### config.mk
export PLATFORM = sky130hd
export DESIGN_NAME = imem_boot_loader
export DESIGN_NICKNAME = d
export VERILOG_FILES = /design/src/rtl/imem_boot_pkg.sv /design/src/rtl/imem_boot_loader_asm.sv /design/src/rtl/imem_boot_loader.sv
export SDC_FILE = /design/constraint.sdc
export NUM_CORES = 1
export LEC_CHECK = 0
export CAP_MARGIN = 5
export CORE_MARGIN = 1
export CORE_UTILIZATION = 42
export DETAILED_ROUTE_END_ITERATION = 7
export MAX_ROUTING_LAYER = met4
export SYNTH_ARGS = -nofsm -noshare
export SYNTH_HDL_FRONTEND = slang
export SYNTH_HIERARCHICAL = 1
export SYNTH_SLANG_ARGS = --single-unit
### constraint.sdc
create_clock -name clk -period 10.14 [get_ports clk]
set_input_delay 3.042 -clock clk [delete_from_list [all_inputs] [get_ports clk]]
set_output_delay 3.042 -clock clk [all_outputs]
set_load 0.05 [all_outputs]
### src/rtl/imem_boot_pkg.sv
// Shared definitions for the boot loader, the imem and the core top.
// Holds the loader state encoding and the default memory/timeout sizing.
package imem_boot_pkg;

   typedef enum logic [2:0] {
      ST_IDLE,
      ST_HDR,
      ST_DATA,
      ST_CSUM,
      ST_DONE,
      ST_ERR
   } boot_state_t;

   localparam int BYTES_PER_WORD      = 4;
   localparam int DEFAULT_DEPTH_WORDS = 1024;
   localparam int DEFAULT_TIMEOUT_CYC = 65535;

endpackage

### src/rtl/imem_boot_loader_asm.sv
// Little-endian byte-to-word assembler shared by the length, data and checksum fields.
// word/word_valid are presented in the same cycle as the 4th accepted byte.
module boot_word_assembler
   import imem_boot_pkg::*;
(
   input  logic        clk,
   input  logic        rst_n,
   input  logic        clear,
   input  logic        byte_vld,
   input  logic [7:0]  byte_in,
   output logic        word_valid,
   output logic [31:0] word
);

   localparam int LANE_W = $clog2(BYTES_PER_WORD);
   localparam logic [LANE_W-1:0] LANE_LAST = LANE_W'(BYTES_PER_WORD - 1);

   logic [LANE_W-1:0] lane;
   logic [31:0]       shift_q;

   // Newest byte enters at the top, so the first byte ends up in bits 7:0.
   assign word       = {byte_in, shift_q[31:8]};
   assign word_valid = byte_vld && (lane == LANE_LAST);

   always_ff @(posedge clk) begin
      if (!rst_n) begin
         lane <= '0;
      end else if (clear) begin
         lane <= '0;
      end else if (byte_vld) begin
         lane <= lane + LANE_W'(1);
      end
   end

   always_ff @(posedge clk) begin
      if (byte_vld) begin
         shift_q <= word;
      end
   end

endmodule

### src/rtl/imem_boot_loader.sv
// Boot loader: fills imem from a framed byte stream (length, words, XOR checksum)
// while holding the core in reset; releases the core only on a verified load.
module imem_boot_loader
   import imem_boot_pkg::*;
#(
   parameter int DEPTH_WORDS = DEFAULT_DEPTH_WORDS,
   parameter int ADDR_W      = 10,
   parameter int TIMEOUT_CYC = DEFAULT_TIMEOUT_CYC
) (
   input  logic              clk,
   input  logic              rst_n,
   input  logic              start,
   input  logic [7:0]        s_data,
   input  logic              s_valid,
   output logic              s_ready,
   output logic              imem_we,
   output logic [ADDR_W-1:0] imem_waddr,
   output logic [31:0]       imem_wdata,
   output logic              core_rst_n,
   output logic              busy,
   output logic              done,
   output logic              err,
   output logic [ADDR_W:0]   words_loaded
);

   localparam int TMO_W = $clog2(TIMEOUT_CYC + 1);
   localparam logic [31:0]      DEPTH_U  = 32'(DEPTH_WORDS);
   localparam logic [TMO_W-1:0] TMO_LAST = TMO_W'(TIMEOUT_CYC - 1);
   localparam logic [ADDR_W:0]  WL_ONE   = (ADDR_W + 1)'(1);

   boot_state_t       state;
   logic              accept;
   logic              can_start;
   logic              asm_valid;
   logic [31:0]       asm_word;
   logic [TMO_W-1:0]  tmo_cnt;
   logic [ADDR_W:0]   len_q;
   logic [31:0]       xor_acc;
   logic              last_word;

   assign s_ready   = (state == ST_HDR) || (state == ST_DATA) || (state == ST_CSUM);
   assign accept    = s_valid && s_ready;
   assign can_start = start && ((state == ST_IDLE) || (state == ST_DONE) || (state == ST_ERR));
   assign last_word = (words_loaded + WL_ONE) == len_q;

   boot_word_assembler u_asm (
      .clk        (clk),
      .rst_n      (rst_n),
      .clear      (can_start),
      .byte_vld   (accept),
      .byte_in    (s_data),
      .word_valid (asm_valid),
      .word       (asm_word)
   );

   always_ff @(posedge clk) begin
      if (!rst_n) begin
         state        <= ST_IDLE;
         imem_we      <= 1'b0;
         imem_waddr   <= '0;
         imem_wdata   <= '0;
         core_rst_n   <= 1'b0;
         busy         <= 1'b0;
         done         <= 1'b0;
         err          <= 1'b0;
         words_loaded <= '0;
         tmo_cnt      <= '0;
         xor_acc      <= '0;
         len_q        <= '0;
      end else begin
         imem_we <= 1'b0;
         case (state)
            ST_IDLE, ST_DONE, ST_ERR: begin
               if (start) begin
                  state        <= ST_HDR;
                  busy         <= 1'b1;
                  done         <= 1'b0;
                  err          <= 1'b0;
                  core_rst_n   <= 1'b0;
                  words_loaded <= '0;
                  xor_acc      <= '0;
                  tmo_cnt      <= '0;
               end
            end
            ST_HDR, ST_DATA, ST_CSUM: begin
               if (accept) begin
                  tmo_cnt <= '0;
                  if (asm_valid) begin
                     case (state)
                        ST_HDR: begin
                           if (asm_word > DEPTH_U) begin
                              state <= ST_ERR;
                              busy  <= 1'b0;
                              err   <= 1'b1;
                           end else if (asm_word == '0) begin
                              state <= ST_CSUM;
                           end else begin
                              len_q <= asm_word[ADDR_W:0];
                              state <= ST_DATA;
                           end
                        end
                        ST_DATA: begin
                           imem_we      <= 1'b1;
                           imem_waddr   <= words_loaded[ADDR_W-1:0];
                           imem_wdata   <= asm_word;
                           words_loaded <= words_loaded + WL_ONE;
                           xor_acc      <= xor_acc ^ asm_word;
                           if (last_word) begin
                              state <= ST_CSUM;
                           end
                        end
                        ST_CSUM: begin
                           busy <= 1'b0;
                           if (asm_word == xor_acc) begin
                              state      <= ST_DONE;
                              done       <= 1'b1;
                              core_rst_n <= 1'b1;
                           end else begin
                              state <= ST_ERR;
                              err   <= 1'b1;
                           end
                        end
                        default: ;
                     endcase
                  end
               end else if (tmo_cnt == TMO_LAST) begin
                  // Stalled link: abandon the load, any partial word is dropped.
                  state <= ST_ERR;
                  busy  <= 1'b0;
                  err   <= 1'b1;
               end else begin
                  tmo_cnt <= tmo_cnt + TMO_W'(1);
               end
            end
            default: state <= ST_IDLE;
         endcase
      end
   end

endmodule

Yosys cells after proc, flatten, opt, wreduce, memory -nomap -nowiden
Cells that the tools add are included.

Register bits: 153. Latch bits: 0. Bits in writable memories: 0. Memory bits (read-only): 0. Logic and storage cells: 111. Memories: 0.

$add $sub $neg: 3. $mul: 0. Divide/modulo/power cells: 0. Magnitude comparators: 1. Equality and inequality tests: 23. Shift-type cells: 0. Multiplexer cells: 45. Bitwise logic cells: 4. Reduce and logical (&&, ||, !) cells: 22.

Operators with widths (number): two-way mux 32 bit (4); one-hot mux 32 bit (2 select lines) (1); two-way mux 16 bit (3); two-way mux 11 bit (4); equality test 32 bit (1); > comparator 32 x 11 -> 1 bit, second input constant (1); zero test 32 bit (1); one-hot mux 16 bit (2 select lines) (1); bitwise XOR 32 bit (1); one-hot mux 11 bit (2 select lines) (1); two-way mux 1 bit (18); two-way mux 3 bit (6); AND reduction 6 bit (3); adder 16 x 1 -> 16 bit, second input constant (1); equality test 16 bit, second input constant (1); inequality test 4 bit, second input constant (4); adder 11 x 1 -> 11 bit, second input constant (1); equality test 11 bit (1); inequality test 2 bit, second input constant (5); one-hot mux 1 bit (2 select lines) (5); AND reduction 5 bit (2); one-hot mux 3 bit (3 select lines) (1); AND reduction 4 bit (2); AND reduction 7 bit (1); other kinds (18) (29).

Longest topological paths before layout
Gate-level depths: netlist of run 1.

Depth in word-level cells: 8. Depth in mapped cells: 13. Mapped depth without buffers: 10.

Hierarchy
Netlist of run 1, hierarchy kept.

By module, submodules not included: imem_boot_loader (times used 1, cells an instance 704, area an instance 5741.8 um2, sequential area each 2382.3 um2); boot_word_assembler (times used 1, cells an instance 41, area an instance 873.3 um2, sequential area each 760.7 um2).

Worst setup path before layout of run 1
No wires, ideal clock.

Path type: input-to-reg. Start: input port s_valid. End: register words_loaded[4]. Arrival time: 5.494 ns. Required time: 10.069 ns. Slack: 4.576 ns. Stages on the path: 9. Buffers on the path: 2. Cells stage by stage: clkbuf_1 -> and2_1 -> and2_2 -> inv_1 -> a211o_4 -> nand2b_1 -> buf_2 -> or3_1 -> a21oi_1.

Cells in the longest elaborated chain, start to end: 4. Elaborated cells on any way between the ends: 5. Those cells by class: eq/ne: 2; reduce/logical: 3.

RTL lines: start: declaration (line imem_boot_loader.sv:14) `input logic s_valid,`; logical AND 1 bit (line imem_boot_loader.sv:42) `assign accept = s_valid && s_ready;`; net accept (line imem_boot_loader.sv:32) `logic accept;`; logical AND 1 bit (line imem_boot_loader_asm.sv:23) `assign word_valid = byte_vld && (lane == LANE_LAST);`; net asm_valid (line imem_boot_loader.sv:34) `logic asm_valid;`; inequality test 2 bit (no line); AND reduction 5 bit (no line); end signal: assignment (line imem_boot_loader.sv:106) `words_loaded <= words_loaded + WL_ONE;`; end: declaration (line imem_boot_loader.sv:23) `output logic [ADDR_W:0] words_loaded`.

The timed path passes the listed nets, and every way through them passes these cells. A chain may end at the register's enable or synchronous reset.

Worst setup path in the final report of run 1
Same ends and word-level chain as after synthesis.

==> results of run 1 <==
-- cell usage in the layout (no fill, tap or decap), types with 24 or more instances in the layout --
master / instances
a21boi_0: 42
and2_1: 44
clkdlybuf4s50_1: 69
dfxtp_1: 121
edfxtp_1: 24
nand2_1: 105
nor2_1: 64
o21ai_0: 80
xnor2_1: 39
-- path summary, 6_finish.rpt --
check	startpoint	end	slack (ns)	depth (start not counted)
max	s_valid	words_loaded[4]$_SDFFE_PN0P_	3.90	9
min	imem_wdata[26]$_SDFFE_PN0P_	imem_wdata[26]$_SDFFE_PN0P_	0.46	2
max reg2reg	state[1]$_SDFFE_PN0P_	words_loaded[4]$_SDFFE_PN0P_	6.31	10
min reg2reg	imem_wdata[26]$_SDFFE_PN0P_	imem_wdata[26]$_SDFFE_PN0P_	0.46	2
-- power by group --
| part | internal [mW] | leakage, nW | total [mW] | switching, mW |
|---|---|---|---|---|
| clock | 0.384 | 0.284 | 0.623 | 0.239 |
| sequential | 0.602 | 1.20 | 0.623 | 0.0208 |
| combinational | 0.0465 | 1.28 | 0.150 | 0.104 |
| total | 1.03 | 2.76 | 1.40 | 0.364 |
-- layout make-up --
| cell class | count | area (um2) | share of cell area, % |
|---|---|---|---|
| multi-input cells | 545 | 3227 | 40.51 |
| repair buffers | 74 | 725.7 | 9.111 |
| inverters | 7 | 26.28 | 0.3299 |
| well taps | 211 | 264.0 | 3.314 |
| clock buffers | 20 | 436.7 | 5.482 |
| flip-flops and latches | 145 | 3143 | 39.46 |
| clock inverters | 12 | 142.6 | 1.791 |
-- worst max-delay path: cells and delay by family --
kind / cells / cell delay [ns]
compound gates: 2 / 0.67
buf+inv: 3 / 1.10
simple gates: 4 / 1.75
-- cells by family after synthesis --
family	count (synthesis)	synth area share, %
AND/OR/NAND/NOR	311	23.30
AO/OA/AOI/OAI	156	14.49
flip-flops	145	47.51
XOR/XNOR	60	7.944
buffers and inverters	55	3.877
multiplexers	14	2.118
adder cells (fa/ha/maj)	4	0.7566
-- sequential cells by signal, indices dropped and copies added, names as in the netlist, 2 cells and up --
name,cells
len_q,11
xor_acc,32
imem_wdata,32
tmo_cnt,16
u_asm/lane,2
imem_waddr,10
u_asm/shift_q,24
words_loaded,11
state,3
-- routing by layer --
| metal | GRT usage [%] | part of all wire [%] |
|---|---|---|
| met1 | 26.01 | 46 |
| met2 | 34.01 | 47 |
| met3 | 4.564 | 4.4 |
| met4 | 7.563 | 1.7 |
| met5 | - | 0 |
==> results.yml, run 1 <==
status:
  status: "finished, final reports clean"
layout:
  final_util_pct: 52.01
  layout-drive-gt1-share_pct: 4.981
  fill_cells: 1452
  antennaDiodeCount: 0
  fin_nets: 806
  syn_to_final_growth_pct: 20.41
  fin_area_um2: 7965
  layout.cells.non_filler: 1014
clock_network:
  cts_root_buf: "clkbuf_16"
  clockBufferDepth: 2
  cts.sinks: 145
  post_cts_buffers: 0
  cts_buffers: 17
  cts_tree: "done"
  path_clk_slew_ns: 0.06
  cts_max_level: 4
  postCtsHoldBufs: 0
  ctsResizeCount: 0
  worst_skew_pair.late_latency_ns: 0.43
route:
  vias: 5368
  vias_per_cell: 5.294
  drtPass1Iterations: 5
  wire_per_inst_um: 15.70
  drc: 0
  drtIter0Drc: 390
  drt_wl_total_mm: 15.92
  final_antenna_net_count: 0
yosys:
  synth_flop_cell: "dfxtp_1"
  ys_top_cells_by_area: "dfxtp_1 (37%), edfxtp_1 (11%), o21ai_0 (6.1%)"
  syn-num-nets: 761
  yosysMostFrequentCell: "dfxtp_1"
  synth_common_cells: "dfxtp_1 (121), nand2_1 (105), o21ai_0 (80)"
  yosysTopAreaCell: "dfxtp_1"
  synth-edff-count: 24
  synth_area_um2: 6615
  ys_seq_area_share_pct: 47.51
  synth_top_area_share_pct: 36.62
  synthDistinctLibCells: 50
  async_flop_share_pct: 0
  synth_area_per_cell_um2: 8.879
  ys_seq_elements: 145
  yosysWarnings: 6
  syn_inst: 745
floorplanning:
  pin_count: 71
  core-area_um2: 15310
  die_h_um: 127.5
  start_util_pct: 43.19
  die_w_um: 127.5
  rows: 45
  fp.dieArea_um2: 16260
timing:
  finalMaxSlewViolations: 0
  timing.final.ws_setup_ns: 3.896
  finClkSkew_ns: 0.008357
  max_slew_margin_pct: 29.79
  setup_viol: 0
  period_share_pct: 61.58
  tightest_slew_ns: 1.045
  period_minus_slack_ns: 6.244
  tns_ns: 0
  fin_hold_ws_ns: 0.4586
  fmax_ghz: 0.1602
  grt_setup_unrepaired: "no"
  hold_viol: 0
place:
  io_buffers: 70
  preCtsSetupSlack_ns: 3.446
  dp_cells: 982
  hpwl_mm: 10.47
  place.gp.congestion: 0.8709
  dpl_cell_area_um2: 7386
pwr:
  p_leak_nw: 2.764
  power_density_nw_per_um2: 175.3
  total_power_mw: 1.396
  ir_worst_vdd_uv: 114.4
worst_setup_path:
  worstSetupPathType: "in -> reg"
  cpMaxStageDelayCell: "nand2b_2"
  slowest_delay_ns: 0.76
  cp_cell_sequence: "clkdlybuf4s50_1 > and2_1 > buf_4 > and2_2 > inv_1 > a211o_4 > nand2b_2 > or3_1 > a21oi_1"
  end_kind: "register"
  crit_arrival_ns: 6.59
  critPathMaxFanout: 45
  worstPathRequired_ns: 10.48
  start_kind: "primary input"
job:
  drv_cap: 0
global_route:
  grt_pass1_wl_mm: 25.93
  track_usage_pct: 21.09
  grt_max_degree: 97
  grt-ovfl-total: 0
  grt_pass1_vias: 5122
  antenna_found_initial: 0
worst_hold_path:
  holdCritPathClass: "reg -> reg"
(Power assumes the default switching activity.)
==> run 2: changes to the inputs <==
==> constraint.sdc (replaced) <==
create_clock -name clk -period 5.95 [get_ports clk]
set_input_delay 1.785 -clock clk [delete_from_list [all_inputs] [get_ports clk]]
set_output_delay 1.785 -clock clk [all_outputs]
set_load 0.05 [all_outputs]
==> run 2 against run 1 <==
Register-to-register slack lost 3.3 ns. Sequential cell count is the same. Worst setup slack lost 2.1 ns. Count of clock-buffer cells in the layout grew 5. Critical path depth shrank 2. Non-clock buffer count grew 1. Largest cell class unchanged. Largest power group is now the clock network.
==> results.yml, run 2 (same netlist as run 1, synthesis figures left out) <==
status:
  status: "finished, final reports clean"
clock_network:
  path_clk_slew_ns: 0.06
  cts_root_buf: "clkbuf_16"
  worst_skew_pair.late_latency_ns: 0.42
  cts_max_level: 4
  clockBufferDepth: 2
  cts_tree: "done"
  post_cts_buffers: 0
  cts_buffers: 17
  cts.sinks: 145
  postCtsHoldBufs: 0
  ctsResizeCount: 0
timing:
  tns_ns: 0
  setup_viol: 0
  finalMaxSlewViolations: 0
  period_share_pct: 70.30
  fmax_ghz: 0.2391
  tightest_slew_ns: 0.8902
  finClkSkew_ns: 0.01237
  hold_viol: 0
  max_slew_margin_pct: 40.26
  period_minus_slack_ns: 4.183
  grt_setup_unrepaired: "no"
place:
  hpwl_mm: 10.80
  io_buffers: 70
  place.gp.congestion: 0.8219
route:
  drtPass1Iterations: 5
  final_antenna_net_count: 0
  drt_wl_total_mm: 16.09
  wire_per_inst_um: 15.85
  drtIter0Drc: 387
  vias: 5413
  drc: 0
  vias_per_cell: 5.333
floorplanning:
  pin_count: 71
  core-area_um2: 15310
  die_w_um: 127.5
  rows: 45
  start_util_pct: 43.19
  die_h_um: 127.5
  fp.dieArea_um2: 16260
layout:
  fin_nets: 807
  layout-drive-gt1-share_pct: 5.473
  syn_to_final_growth_pct: 21.85
  multi_input_area_um2: 3227
  layout_commonest_cell: "dfxtp_1"
  layout_common_cells: "dfxtp_1 (121), nand2_1 (105), o21ai_0 (80)"
  final_util_pct: 52.63
  antennaDiodeCount: 0
  fill_cells: 1433
  top_regs: "imem_wdata: 32 flops, xor_acc: 32 flops, u_asm/shift_q: 24 flops"
  regArea_um2: 3143
pwr:
  power_density_nw_per_um2: 307.4
  p_leak_nw: 2.802
  ir_worst_vdd_uv: 199.9
worst_setup_path:
  cp.depth: 7
  crit_family: "simple AND/OR/NAND/NOR gates"
  crit_arrival_ns: 4.49
  critPathMaxFanout: 11
  worstPathRequired_ns: 6.26
  start_kind: "primary input"
  end_kind: "register"
  reg2reg_depth: 6
  cp_cell_sequence: "clkdlybuf4s50_1 > nor4_1 > nand4_1 > nor4_2 > nand4_1 > mux2i_1 > nor2b_1"
  worstSetupPathType: "in -> reg"
  crit_top_cell: "nand4_1"
  cpMaxStageDelayCell: "nand4_1"
  path_buf_inv: 1
  slowest_delay_ns: 0.70
global_route:
  grt_pass1_wl_mm: 26.75
  grt-ovfl-total: 0
  antenna_found_initial: 0
  track_usage_pct: 21.79
  grt_pass1_vias: 5154
  grt_max_degree: 84
job:
  drv_cap: 0
worst_hold_path:
  holdPathStages: 2
  holdCritPathClass: "reg -> reg"
[run 2: cell count changes in the layout (fill, tap and decap cells not counted)]
cell | previous run | this run
clkinv_2 | 3 | 2
clkinvlp_4 | 0 | 2
clkinv_4 | 3 | 0
clkinv_1 | 3 | 0
clkbuf_8 | 0 | 2
clkbuf_16 | 17 | 20
buf_12 | 0 | 1
[run 2: metal layers]
| layer | wire [um] | vias up | GRT usage (%) | share of wire, % |
|---|---|---|---|---|
| li1 | - | 2641 | - | - |
| met4 | 320 | 0 | 8.683 | 2.0 |
| met3 | 515 | 24 | 4.188 | 3.2 |
| met2 | 7650 | 134 | 35.13 | 48 |
| met5 | 0 | - | - | 0 |
| met1 | 7601 | 2614 | 26.87 | 47 |
[run 2: per-stage QoR]
step | instance area [um2] | total power, mW | hold slack (ns) | setup slack, ns | std cells
2_1_floorplan | 6615 | 1.262 | 0.4647 | 1.643 | 745
3_3_place_gp | 7406 | 1.337 | 0.4492 | 1.435 | 983
3_5_place_dp | 7406 | 1.342 | 0.4514 | 1.345 | 983
4_1_cts | 8060 | 2.500 | 0.4594 | 1.788 | 1015
5_1_grt | 8060 | 2.574 | 0.4862 | 1.551 | 1015
6_report | 8060 | 2.478 | 0.4570 | 1.767 | 1015
[run 2: path summary, 6_finish.rpt]
kind,to,startpoint,slack [ns]
worst max-delay path,len_q[8]$_SDFFE_PN0P_,s_data[6],1.77
worst min-delay path,imem_wdata[26]$_SDFFE_PN0P_,imem_wdata[26]$_SDFFE_PN0P_,0.46
worst max register to register,len_q[8]$_SDFFE_PN0P_,u_asm/shift_q[14]$_DFFE_PP_,3.02
worst min register to register,imem_wdata[26]$_SDFFE_PN0P_,imem_wdata[26]$_SDFFE_PN0P_,0.46
[run 2: layout make-up]
| class | instances | area share [%] |
|---|---|---|
| timing repair buffer | 75 | 9.252 |
| clock inverter | 7 | 1.428 |
| inverter | 7 | 0.3260 |
| sequential | 145 | 38.99 |
| multi-input combinational | 545 | 40.03 |
| clock buffer | 25 | 6.690 |
| tap | 211 | 3.275 |
[run 2: power breakdown]
group          internal (mW)  switching (mW)
sequential              1.03          0.0336
clock                  0.756           0.402
combinational         0.0805           0.179
total                   1.86           0.614
[run 2: worst register-to-register path: stages (launching register included)]
cell and delay [ns]:
edfxtp_1 0.48, nor4_1 0.46, a31oi_1 0.19, nor4_2 0.54, nand4_1 0.70, mux2i_1 0.39
nor2b_1 0.07
==> run 3: changes to the inputs <==
==> constraint.sdc (replaced) <==
create_clock -name clk -period 3.45 [get_ports clk]
set_input_delay 1.035 -clock clk [delete_from_list [all_inputs] [get_ports clk]]
set_output_delay 1.035 -clock clk [all_outputs]
set_load 0.05 [all_outputs]
==> run 3 against run 2 <==
First-iteration DRC count up 26%. Core utilization up 0.22 points. Power up 69%. Wire length down 0.40%. Combinational power up 82%. Die area unchanged. Count of clock-buffer cells in the layout down 5. Cell count up 1.1%.
==> results.yml, run 3 (same netlist as run 1, synthesis figures left out) <==
place:
  io_buffers: 70
  hpwl_mm: 10.81
  place.gp.congestion: 0.8374
  dp_cells: 994
  dpl_cell_area_um2: 7490
timing:
  finClkSkew_ns: 0.02879
  period_minus_slack_ns: 3.200
  setup_viol: 0
  tns_ns: 0
  grt_setup_unrepaired: "no"
  fmax_ghz: 0.3125
  finalMaxSlewViolations: 0
  hold_viol: 0
  max_slew_margin_pct: 53.65
  period_share_pct: 92.76
  tightest_slew_ns: 0.6953
layout:
  antennaDiodeCount: 0
  syn_to_final_growth_pct: 22.36
  final_util_pct: 52.85
  top_regs: "imem_wdata: 32 flops, xor_acc: 32 flops, u_asm/shift_q: 24 flops"
  layout-drive-gt1-share_pct: 6.994
  layout_common_cells: "dfxtp_1 (121), nand2_1 (105), o21ai_0 (80)"
  layout.cells.non_filler: 1026
  layout_commonest_cell: "dfxtp_1"
  fin_nets: 818
  fin_area_um2: 8094
  fill_cells: 1452
floorplanning:
  rows: 45
  core-area_um2: 15310
  fp.dieArea_um2: 16260
  start_util_pct: 43.19
  pin_count: 71
  die_h_um: 127.5
  die_w_um: 127.5
route:
  drtPass1Iterations: 5
  vias_per_cell: 5.190
  vias: 5325
  final_antenna_net_count: 0
  drc: 0
  drtIter0Drc: 488
  drt_wl_total_mm: 16.02
  wire_per_inst_um: 15.62
worst_setup_path:
  reg2reg_slack_ns: 0.88
  slowest_delay_ns: 0.86
  reg2reg_depth: 9
  cp.depth: 3
  end_kind: "output pin"
  r2r_start: "state[1]$_SDFFE_PN0P_"
  crit_family: "buffers and inverters"
  worstPathRequired_ns: 2.41
  path_buf_inv: 2
  cp_cell_sequence: "o21bai_4 > inv_2 > clkdlybuf4s50_1"
  critPathMaxFanout: 11
  start_kind: "register"
  cpMaxStageDelayCell: "clkdlybuf4s50_1"
  crit_arrival_ns: 2.17
  worstSetupPathType: "reg -> out"
  r2r-end: "words_loaded[9]$_SDFFE_PN0P_"
status:
  status: "finished, final reports clean"
clock_network:
  postCtsHoldBufs: 0
  cts_tree: "done"
  ctsResizeCount: 0
  worst_skew_pair.late_latency_ns: 0.43
  post_cts_buffers: 0
  path_clk_slew_ns: 0.06
  cts_max_level: 4
  clockBufferDepth: 2
  cts_root_buf: "clkbuf_16"
  cts_buffers: 17
  cts.sinks: 145
worst_hold_path:
  holdPathStages: 2
  holdCritPathClass: "reg -> reg"
  holdPathEnd: "imem_wdata[27]$_SDFFE_PN0P_"
  worst_hold_startpoint: "imem_wdata[27]$_SDFFE_PN0P_"
global_route:
  grt_most_used_layer: "met2"
  grt_pass1_wl_mm: 26.20
  track_usage_pct: 21.41
  grt_util_met2_pct: 33.88
  grt-ovfl-total: 0
  grt_pass1_vias: 5114
  grt_max_degree: 83
  use_met1_pct: 26.51
  antenna_found_initial: 0
  met3_usage_pct: 4.774
job:
  drv_cap: 0
pwr:
  ir_worst_vdd_uv: 321.0
  total_power_mw: 4.180
  p_leak_nw: 2.842
  power_density_nw_per_um2: 516.5
run 3: metal layers:
metal / vias up / wire (um)
li1: 2665 / -
met1: 2542 / 7663
met2: 104 / 7584
met3: 14 / 548
met4: 0 / 226
met5: - / 0
run 3: worst min-delay path: cells and delay by family (launching register included):
kind               cells  cell delay [ns]
and+or+nand+nor        1             0.05
DFF                    1             0.31
AOI/OAI and AO/OA      1             0.05
run 3: metrics by stage:
stage | hold WS (ns) | worst slack, ns
floorplan | 0.4647 | 0.2107
global placement | 0.4453 | 0.2948
detailed placement | 0.4530 | 0.2523
CTS | 0.4597 | 0.2394
global route | 0.4769 | 0.1639
finish | 0.4600 | 0.2497
run 3: area by class of cell:
class / count / area, um2 / share of cell area, %
clock buffer: 20 / 467.9 / 5.781
timing repair buffer: 86 / 828.3 / 10.23
inverter: 7 / 26.28 / 0.3246
sequential: 145 / 3143 / 38.83
multi-input combinational: 545 / 3228 / 39.88
tap: 211 / 264.0 / 3.262
clock inverter: 12 / 136.4 / 1.685
run 3: worst max path at each step:
stage / from / end / slack (ns)
floorplan: s_valid / words_loaded[4]$_SDFFE_PN0P_ / 0.21
global placement: s_valid / words_loaded[4]$_SDFFE_PN0P_ / 0.29
detailed placement: s_valid / imem_wdata[14]$_SDFFE_PN0P_ / 0.25
CTS: state[1]$_SDFFE_PN0P_ / s_ready / 0.24
global route: state[1]$_SDFFE_PN0P_ / s_ready / 0.16
finish: state[1]$_SDFFE_PN0P_ / s_ready / 0.25
run 3: report_power, final:
part           internal [mW]  leakage, nW  total [mW]  switching (mW)
Combinational          0.158         1.34       0.473           0.315
Sequential              1.77         1.20        1.83          0.0549
Clock                   1.19        0.302        1.88           0.696
